File: src/rtl/riscv_pkg.sv
// Shared execute-stage definitions: load_control encodings, load FSM states
// and the byte-offset width used by the load path.
package riscv_pkg;

    localparam int unsigned BYTE_OFF_W = 2;
    localparam int unsigned LD_CTRL_W  = 3;

    localparam logic [LD_CTRL_W-1:0] LD_NOP = 3'd0;
    localparam logic [LD_CTRL_W-1:0] LB     = 3'd1;
    localparam logic [LD_CTRL_W-1:0] LH     = 3'd2;
    localparam logic [LD_CTRL_W-1:0] LW     = 3'd3;
    localparam logic [LD_CTRL_W-1:0] LBU    = 3'd4;
    localparam logic [LD_CTRL_W-1:0] LHU    = 3'd5;

    typedef enum logic [1:0] {
        LD_IDLE = 2'd0,
        LD_WAIT = 2'd1,
        LD_WB   = 2'd2
    } ld_state_e;

    // Codes 0, 6 and 7 are no-ops.
    function automatic logic is_load(input logic [LD_CTRL_W-1:0] ctrl);
        return (ctrl >= LB) && (ctrl <= LHU);
    endfunction

endpackage

File: src/rtl/load_extract.sv
// Purely combinational load data extraction: selects byte/half/word from a
// memory word by byte offset and sign- or zero-extends it to 32 bits.
module load_extract
    import riscv_pkg::*;
(
    input  logic [31:0]           word,
    input  logic [BYTE_OFF_W-1:0] off,
    input  logic [LD_CTRL_W-1:0]  ctrl,
    output logic [31:0]           result
);

    logic [7:0]  byte_v;
    logic [15:0] half_v;

    always_comb begin
        byte_v = 8'(word >> {off, 3'b000});
        // Halfword select ignores off[0]; misaligned halves truncate.
        half_v = off[1] ? word[31:16] : word[15:0];
        result = '0;
        case (ctrl)
            LB:      result = {{24{byte_v[7]}}, byte_v};
            LBU:     result = {24'd0, byte_v};
            LH:      result = {{16{half_v[15]}}, half_v};
            LHU:     result = {16'd0, half_v};
            LW:      result = word;
            default: result = '0;
        endcase
    end

endmodule

File: src/rtl/load_unit.sv
// Execute-stage load unit: effective address, fixed-latency word read,
// extraction and one-cycle register write-back, stalling fetch/execute meanwhile.
// Optional misaligned-load trap enabled by defining LOAD_MISALIGN_TRAP_EN.
module load_unit
    import riscv_pkg::*;
#(
    parameter int unsigned MEM_RD_LATENCY = 1,
    parameter int unsigned ADDR_W         = 10
) (
    input  logic                 i_clk,
    input  logic                 i_rst,
    input  logic [31:0]          rs1_val,
    input  logic [31:0]          imm,
    input  logic [2:0]           load_control,
    input  logic [4:0]           rd_idx,
    input  logic [31:0]          mem_read_data,
    output logic                 stall_pc,
    output logic                 stall_other_exec,
    output logic                 mem_rd_en,
    output logic [ADDR_W-1:0]    mem_addr,
    output logic                 rd_wr_en,
    output logic [4:0]           rd_wr_idx,
    output logic [31:0]          rd_wr_data,
    output logic                 load_misalign
);

    localparam int unsigned EA_W  = ADDR_W + BYTE_OFF_W;
    localparam int unsigned CNT_W = 2;
    localparam logic [CNT_W-1:0] CNT_LOAD = CNT_W'(MEM_RD_LATENCY - 1);

    ld_state_e             state_q, state_d;
    logic [CNT_W-1:0]      cnt_q, cnt_d;
    logic [BYTE_OFF_W-1:0] off_q;
    logic [LD_CTRL_W-1:0]  ctrl_q;
    logic [4:0]            idx_q;
    logic [31:0]           data_q;
    logic                  mis_q;
    logic [EA_W-1:0]       ea;
    logic                  issue;
    logic                  capture;
    logic                  mis_c;
    logic [31:0]           ext_data;

    // Upper address bits are dropped, so the data memory wraps.
    assign ea = EA_W'(rs1_val + imm);

`ifdef LOAD_MISALIGN_TRAP_EN
    always_comb begin
        mis_c = 1'b0;
        if (load_control == LW) begin
            mis_c = (ea[1:0] != 2'b00);
        end else if ((load_control == LH) || (load_control == LHU)) begin
            mis_c = ea[0];
        end
    end
`else
    assign mis_c = 1'b0;
`endif

    load_extract u_extract (
        .word   (data_q),
        .off    (off_q),
        .ctrl   (ctrl_q),
        .result (ext_data)
    );

    // State, counter and request latches; reset abandons any load in flight.
    always_ff @(posedge i_clk) begin
        if (i_rst) begin
            state_q <= LD_IDLE;
            cnt_q   <= '0;
            off_q   <= '0;
            ctrl_q  <= LD_NOP;
            idx_q   <= '0;
            data_q  <= '0;
            mis_q   <= 1'b0;
        end else begin
            state_q <= state_d;
            cnt_q   <= cnt_d;
            if (issue) begin
                off_q  <= ea[BYTE_OFF_W-1:0];
                ctrl_q <= load_control;
                idx_q  <= rd_idx;
                mis_q  <= mis_c;
            end
            if (capture) begin
                data_q <= mem_read_data;
            end
        end
    end

    // Next-state and output decode.
    always_comb begin
        state_d          = state_q;
        cnt_d            = cnt_q;
        issue            = 1'b0;
        capture          = 1'b0;
        stall_pc         = 1'b0;
        stall_other_exec = 1'b0;
        mem_rd_en        = 1'b0;
        mem_addr         = '0;
        rd_wr_en         = 1'b0;
        rd_wr_idx        = '0;
        rd_wr_data       = '0;
        load_misalign    = 1'b0;
        case (state_q)
            LD_IDLE: begin
                if (is_load(load_control)) begin
                    issue     = 1'b1;
                    mem_rd_en = 1'b1;
                    mem_addr  = ea[EA_W-1:BYTE_OFF_W];
                    stall_pc  = 1'b1;
                    cnt_d     = CNT_LOAD;
                    state_d   = LD_WAIT;
                end
            end
            LD_WAIT: begin
                stall_pc         = 1'b1;
                stall_other_exec = 1'b1;
                if (cnt_q == '0) begin
                    capture = 1'b1;
                    state_d = LD_WB;
                end else begin
                    cnt_d = cnt_q - CNT_W'(1);
                end
            end
            LD_WB: begin
                rd_wr_en      = ~mis_q;
                load_misalign = mis_q;
                rd_wr_idx     = idx_q;
                rd_wr_data    = ext_data;
                state_d       = LD_IDLE;
            end
            default: state_d = LD_IDLE;
        endcase
    end

endmodule

File: config.mk
export PLATFORM = sky130hd
export DESIGN_NAME = load_unit
export DESIGN_NICKNAME = d
export VERILOG_FILES = /design/src/rtl/riscv_pkg.sv /design/src/rtl/load_extract.sv /design/src/rtl/load_unit.sv
export SDC_FILE = /design/constraint.sdc
export NUM_CORES = 1
export LEC_CHECK = 0
export CAP_MARGIN = 10
export CORE_MARGIN = 4
export CORE_UTILIZATION = 38
export CTS_CLUSTER_DIAMETER = 40
export CTS_CLUSTER_SIZE = 40
export DETAILED_ROUTE_END_ITERATION = 8
export PLACE_DENSITY = 0.77
export RECOVER_POWER = 25
export SYNTH_ARGS = -nofsm -noshare
export SYNTH_HDL_FRONTEND = slang
export SYNTH_HIERARCHICAL = 1
export SYNTH_SLANG_ARGS = --single-unit
File: constraint.sdc
create_clock -name i_clk -period 1.7 [get_ports i_clk]
set_input_delay 0.17 -clock i_clk [delete_from_list [all_inputs] [get_ports i_clk]]
set_output_delay 0.17 -clock i_clk [all_outputs]
set_load 0.05 [all_outputs]
* After elaboration in Yosys (flattened, before gate mapping) *
Cells that the tools add are included.

word-level totals
  logic and storage cells = 46
  input port bits = 106
  register bits after elaboration = 46
  output and inout bits = 52

operators by class
  shift operators = 1
  add/subtract/negate cells = 2
  equal/unequal tests = 10
  multiplexer cells = 19
  magnitude comparators = 2
  reductions and logical operators = 6

operator list
  operator               count
  $pmux W32 S5           1
  $mux W32               1
  $shr A32 B5 Y8         1
  $mux W10               2
  $mux W16               1
  $add A12 B12 Y12       1
  $mux W2                4
  $pmux W2 S2            2
  $eq A3 B2 Y1 const B   2
  $eq A3 B3 Y1 const B   2
  $mux W1                6
  $ne A2 B2 Y1 const B   3
  $mux W5                1
  $logic_not A2 Y1       2
  $eq A3 B1 Y1 const B   1
  $ge A3 B1 Y1 const B   1
  $le A3 B3 Y1 const B   1
  $reduce_and A3 Y1      1
  $eq A2 B1 Y1 const B   1
  $eq A2 B2 Y1 const B   1
  $pmux W1 S2            1
  $reduce_and A2 Y1      1
  $reduce_bool A2 Y1     1
  $sub A2 B1 Y2 const B  1
  $logic_and A1 B1 Y1    1

* Logic depth before layout (Yosys ltp) *
  word-level depth = 4
  depth in mapped cells = 8
  mapped depth without buffers = 8

* Cells and area by module *
Netlist, hierarchy kept.

by module, submodules not included
  module        area an instance (um^2)  cells each  instances
  load_unit     2565.0                   319         1
  load_extract  889.6                    123         1

* Worst setup path after synthesis *
No wires, ideal clock.

  kind = in2out
  start = in rs1_val[0]
  end = out mem_addr[4]
  required time = 1.530 ns
  stages on the path = 8
  data arrival time = 2.207 ns
  setup slack = -0.677 ns
  cells stage by stage = ha_1 -> inv_1 -> fa_1 -> nor2b_4 -> o31a_1 -> o21ai_0 -> a21o_1 -> a21oi_1

between the ends
  cells in the longest elaborated chain, start to end = 3

ends and longest elaborated chain
  what              line              text
  from (decl)       load_unit.sv:12   input logic [31:0] rs1_val,
  $add A12 B12 Y12  load_unit.sv:45   assign ea = EA_W'(rs1_val + imm);
  $mux W10          load_unit.sv:108  if (is_load(load_control)) begin
  $mux W10          load_unit.sv:106  case (state_q)
  to (decl)         load_unit.sv:20   output logic [ADDR_W-1:0] mem_addr,

No other way between the ends.

* Worst setup path after layout *
  start = reg ctrl_q[1]
  end = out rd_wr_data[3]

between the ends
  cells in the longest elaborated chain, start to end = 3
  elaborated cells on any way between the ends = 7

ends and longest elaborated chain
  what                                        line                text
  from (decl)                                 load_unit.sv:34     logic [LD_CTRL_W-1:0] ctrl_q;
  from (signal assigned)                      load_unit.sv:82     ctrl_q <= load_control;
  $eq A3 B2 Y1, or another cell as far along  load_extract.sv:20  case (ctrl)
  $pmux W32 S5 *                              load_extract.sv:20
  net ext_data[3]                             load_unit.sv:42     logic [31:0] ext_data;
  $mux W32 *                                  load_unit.sv:106
  to (decl)                                   load_unit.sv:23     output logic [31:0] rd_wr_data,

Mark *: on every way through the listed nets, which the timed path passes. The rest lies on a longest branch.

==> impl_metrics.toml <==
[outcome]
outcome = "finished with violations"
violations = "negative setup slack"

[logic_synthesis]
seq_area_frac_synth_pct = 26.7
async_reset_ff_share_pct = 0
netlist.area_leader.share_pct = 26.7
synth_ff_type = "dfxtp_1"
netlist_area_um2 = 3450
synth_edf_count = 0
synth_area_leaders = "dfxtp_1 (27%), nand2_1 (8.5%), a21oi_1 (8.4%)"
yosysTopAreaCell = "dfxtp_1"
synth.most_common_cell = "nand2_1"
synth_seq_cells = 46
syn-num-nets = 561
syn-instance-count = 442
yosysWarningCount = 6
syn_avg_cell_area_um2 = 7.82
netlist_top_cells_count = "nand2_1 (78), a21oi_1 (58), dfxtp_1 (46)"
ys_types = 59

[clock_tree]
cts_tree = "built"
clock_latency_ns = 0.32
clock_sinks = 46
cts_made_buffers = 5
cts_hold_buf = 0
clock_path_buffers = 2
ctsHtreeMaxLevel = 2
ctsRootBufferMaster = "clkbuf_8"
clk_pin_slew_ns = 0.11

[worst_setup_path]
criticalPathCategory = "reg -> out"
crit_family = "compound AO/OA/AOI/OAI gates"
cp_num_buf_inv = 3
rrSetupSlack_ns = -0.04
cp_data_required_time_ns = 1.53
slowest_stage = "dfxtp_4"
arrival_ns = 2.01
cp-endpoint = "rd_wr_data[3]"
r2r-start = "state_q[0]$_SDFFE_PP0P_"
critPathLaunch = "ctrl_q[1]$_SDFFE_PP0P_"
critical_path_depth = 8
start_kind = "flop"
endpoint_kind = "primary output"
cp_max_fo = 7
cp_cell_sequence = "nor2b_1 > buf_4 > o2bb2a_4 > o31ai_4 > buf_12 > a221o_1 > and2_4 > buf_12"
reg2reg_depth = 6
crit_path_frequent_cell = "buf_12"
cpPeakStageDelay_ns = 0.37
worst_r2r_endpoint = "cnt_q[1]$_SDFFE_PP0P_"

[place]
portBuffers = 116
place_inst = 691
gp_congestion = 0.930
dp_hpwl_um = 8870
place_ws_ns = -0.749
placed_cell_area_um2 = 5610

[grt]
grt_use_total_pct = 25.7
grt_overflow = 0
grt_max_degree = 33
grt_pass1_vias = 4166
grt_pass1_wl_um = 21300
antenna_found_initial = 1

[die]
core.rowCount = 34
start_util_pct = 39.4
coreArea_um2 = 8760
dieArea_um2 = 10700
die-width_um = 103
die_y_um = 103
io_pins = 158

[detailed_routing]
vias_per_cell = 5.67
postRouteAntennaNets = 0
drt-initial-drc-count = 336
post_drt_wl_per_cell_um = 20.1
vias = 4131
dr.pass1.iters = 5
drt_wl_total_um = 14600
drc = 0

[sta]
worst_slew_pin_slew_ns = 0.563
slew_violations = 0
setup_violations = 52
setup_tns_ns = -17.13
timing.final.ws_setup_ns = -0.483
max_slew_margin_pct = 62.3
fin_skew_ns = 0.0173
fmax_mhz = 458
fin_crit_ns = 2.18
hold_violations = 0
period_share_pct = 128
rsz0062_at_grt = "true"

[layout]
final_nets = 738
drive_gt1_share_pct = 47.3
fin_cells = 729
area_growth_pct = 86.7
final_area_um2 = 6450

[power]
powerDensity_nw_per_um2 = 610
ir_drop_mv = 0.397
p_leak_nw = 2.63

[hold_path]
min_path_cells = 4
hp-class = "in -> reg"

[job]
maxCapViolCount = 0
[flip-flops by register name, summed over array words and instances (netlist names)]
register	cells
data_q	32
idx_q	5
ctrl_q	3
cnt_q	2
off_q	2
state_q	2
[how the worst min path moves through the flow]
stage	from	to	slack (ns)
CTS	rs1_val[0]	off_q[0]$_SDFFE_PP0P_	0.23
finish	imm[0]	off_q[0]$_SDFFE_PP0P_	0.22
global route	imm[0]	off_q[0]$_SDFFE_PP0P_	0.25
floorplan	mem_read_data[0]	data_q[0]$_SDFFE_PP0P_	0.31
detailed placement	idx_q[0]$_SDFFE_PP0P_	idx_q[0]$_SDFFE_PP0P_	0.46
global placement	data_q[5]$_SDFFE_PP0P_	data_q[5]$_SDFFE_PP0P_	0.44
[worst register-to-register path, delay by kind of cell (launching register included)]
kind | cells | cell delay (ns)
simple gates | 1 | 0.06
flops | 1 | 0.37
compound gates | 3 | 0.62
buf+inv | 2 | 0.59
[cells in the final DEF (no fill, tap or decap), drive strengths merged, types with 16 or more instances in the layout]
master	Yosys	final
clkdlybuf4s50	0	39
buf	17	150
and2	38	38
nor2b	16	16
nand2	79	79
dfxtp	46	46
nor2	32	32
a21o	20	20
a21oi	66	66
[logic make-up after synthesis]
| logic type | Yosys count | share of synthesized area (%) |
|---|---|---|
| other | 1 | 0.109 |
| AND/OR/NAND/NOR | 186 | 26.8 |
| adder cells (fa/ha/maj) | 13 | 4.93 |
| flip-flops | 46 | 26.7 |
| AO/OA/AOI/OAI | 135 | 28.8 |
| buffers and inverters | 44 | 7.93 |
| multiplexers | 12 | 3.51 |
| XOR/XNOR | 5 | 1.27 |
[through the flow]
stage | power [mW] | util, % | hold slack, ns
after detailed placement | 2.76 | 64.0 | 0.456
after floorplan | 2.16 | - | 0.306
after global placement | 2.73 | 64.0 | 0.443
after global routing | 4.09 | 73.6 | 0.247
after CTS | 3.73 | 71.9 | 0.227
final | 3.93 | 73.6 | 0.224
[layout make-up]
type / instances / area, um^2
Clock buffer: 5 / 68.8
Clock inverter: 3 / 25.0
Multi-Input combinational cell: 352 / 2870
Timing Repair Buffer: 202 / 2360
Inverter: 12 / 50.0
Fill cell: 556 / 2310
Tap cell: 108 / 135
Antenna cell: 1 / 2.50
Sequential cell: 46 / 937
[metal layers]
metal	up-vias	part of all wire (%)	wire length [um]	global-route usage, %
met2	238	51	7480	45.0
met4	0	5.0	728	12.7
met3	52	5.9	869	5.16
li1	1875	-	-	-
met5	-	0	0	0
met1	1966	38	5550	29.6
[power by group]
group	switching, mW	leakage (nW)	internal [mW]	total [mW]
registers	0.0830	0.379	1.15	1.24
clock network	0.448	0.0448	0.298	0.746
logic	1.01	2.20	0.934	1.95
[what timing repair did]
action	in CTS	in global routing
endpoints found under the setup margin	44	45
gates resized for setup	181	28
pin swaps	63	23
cloned	2	0
buffers inserted	18	16
Power figures use the tool's default switching activity.
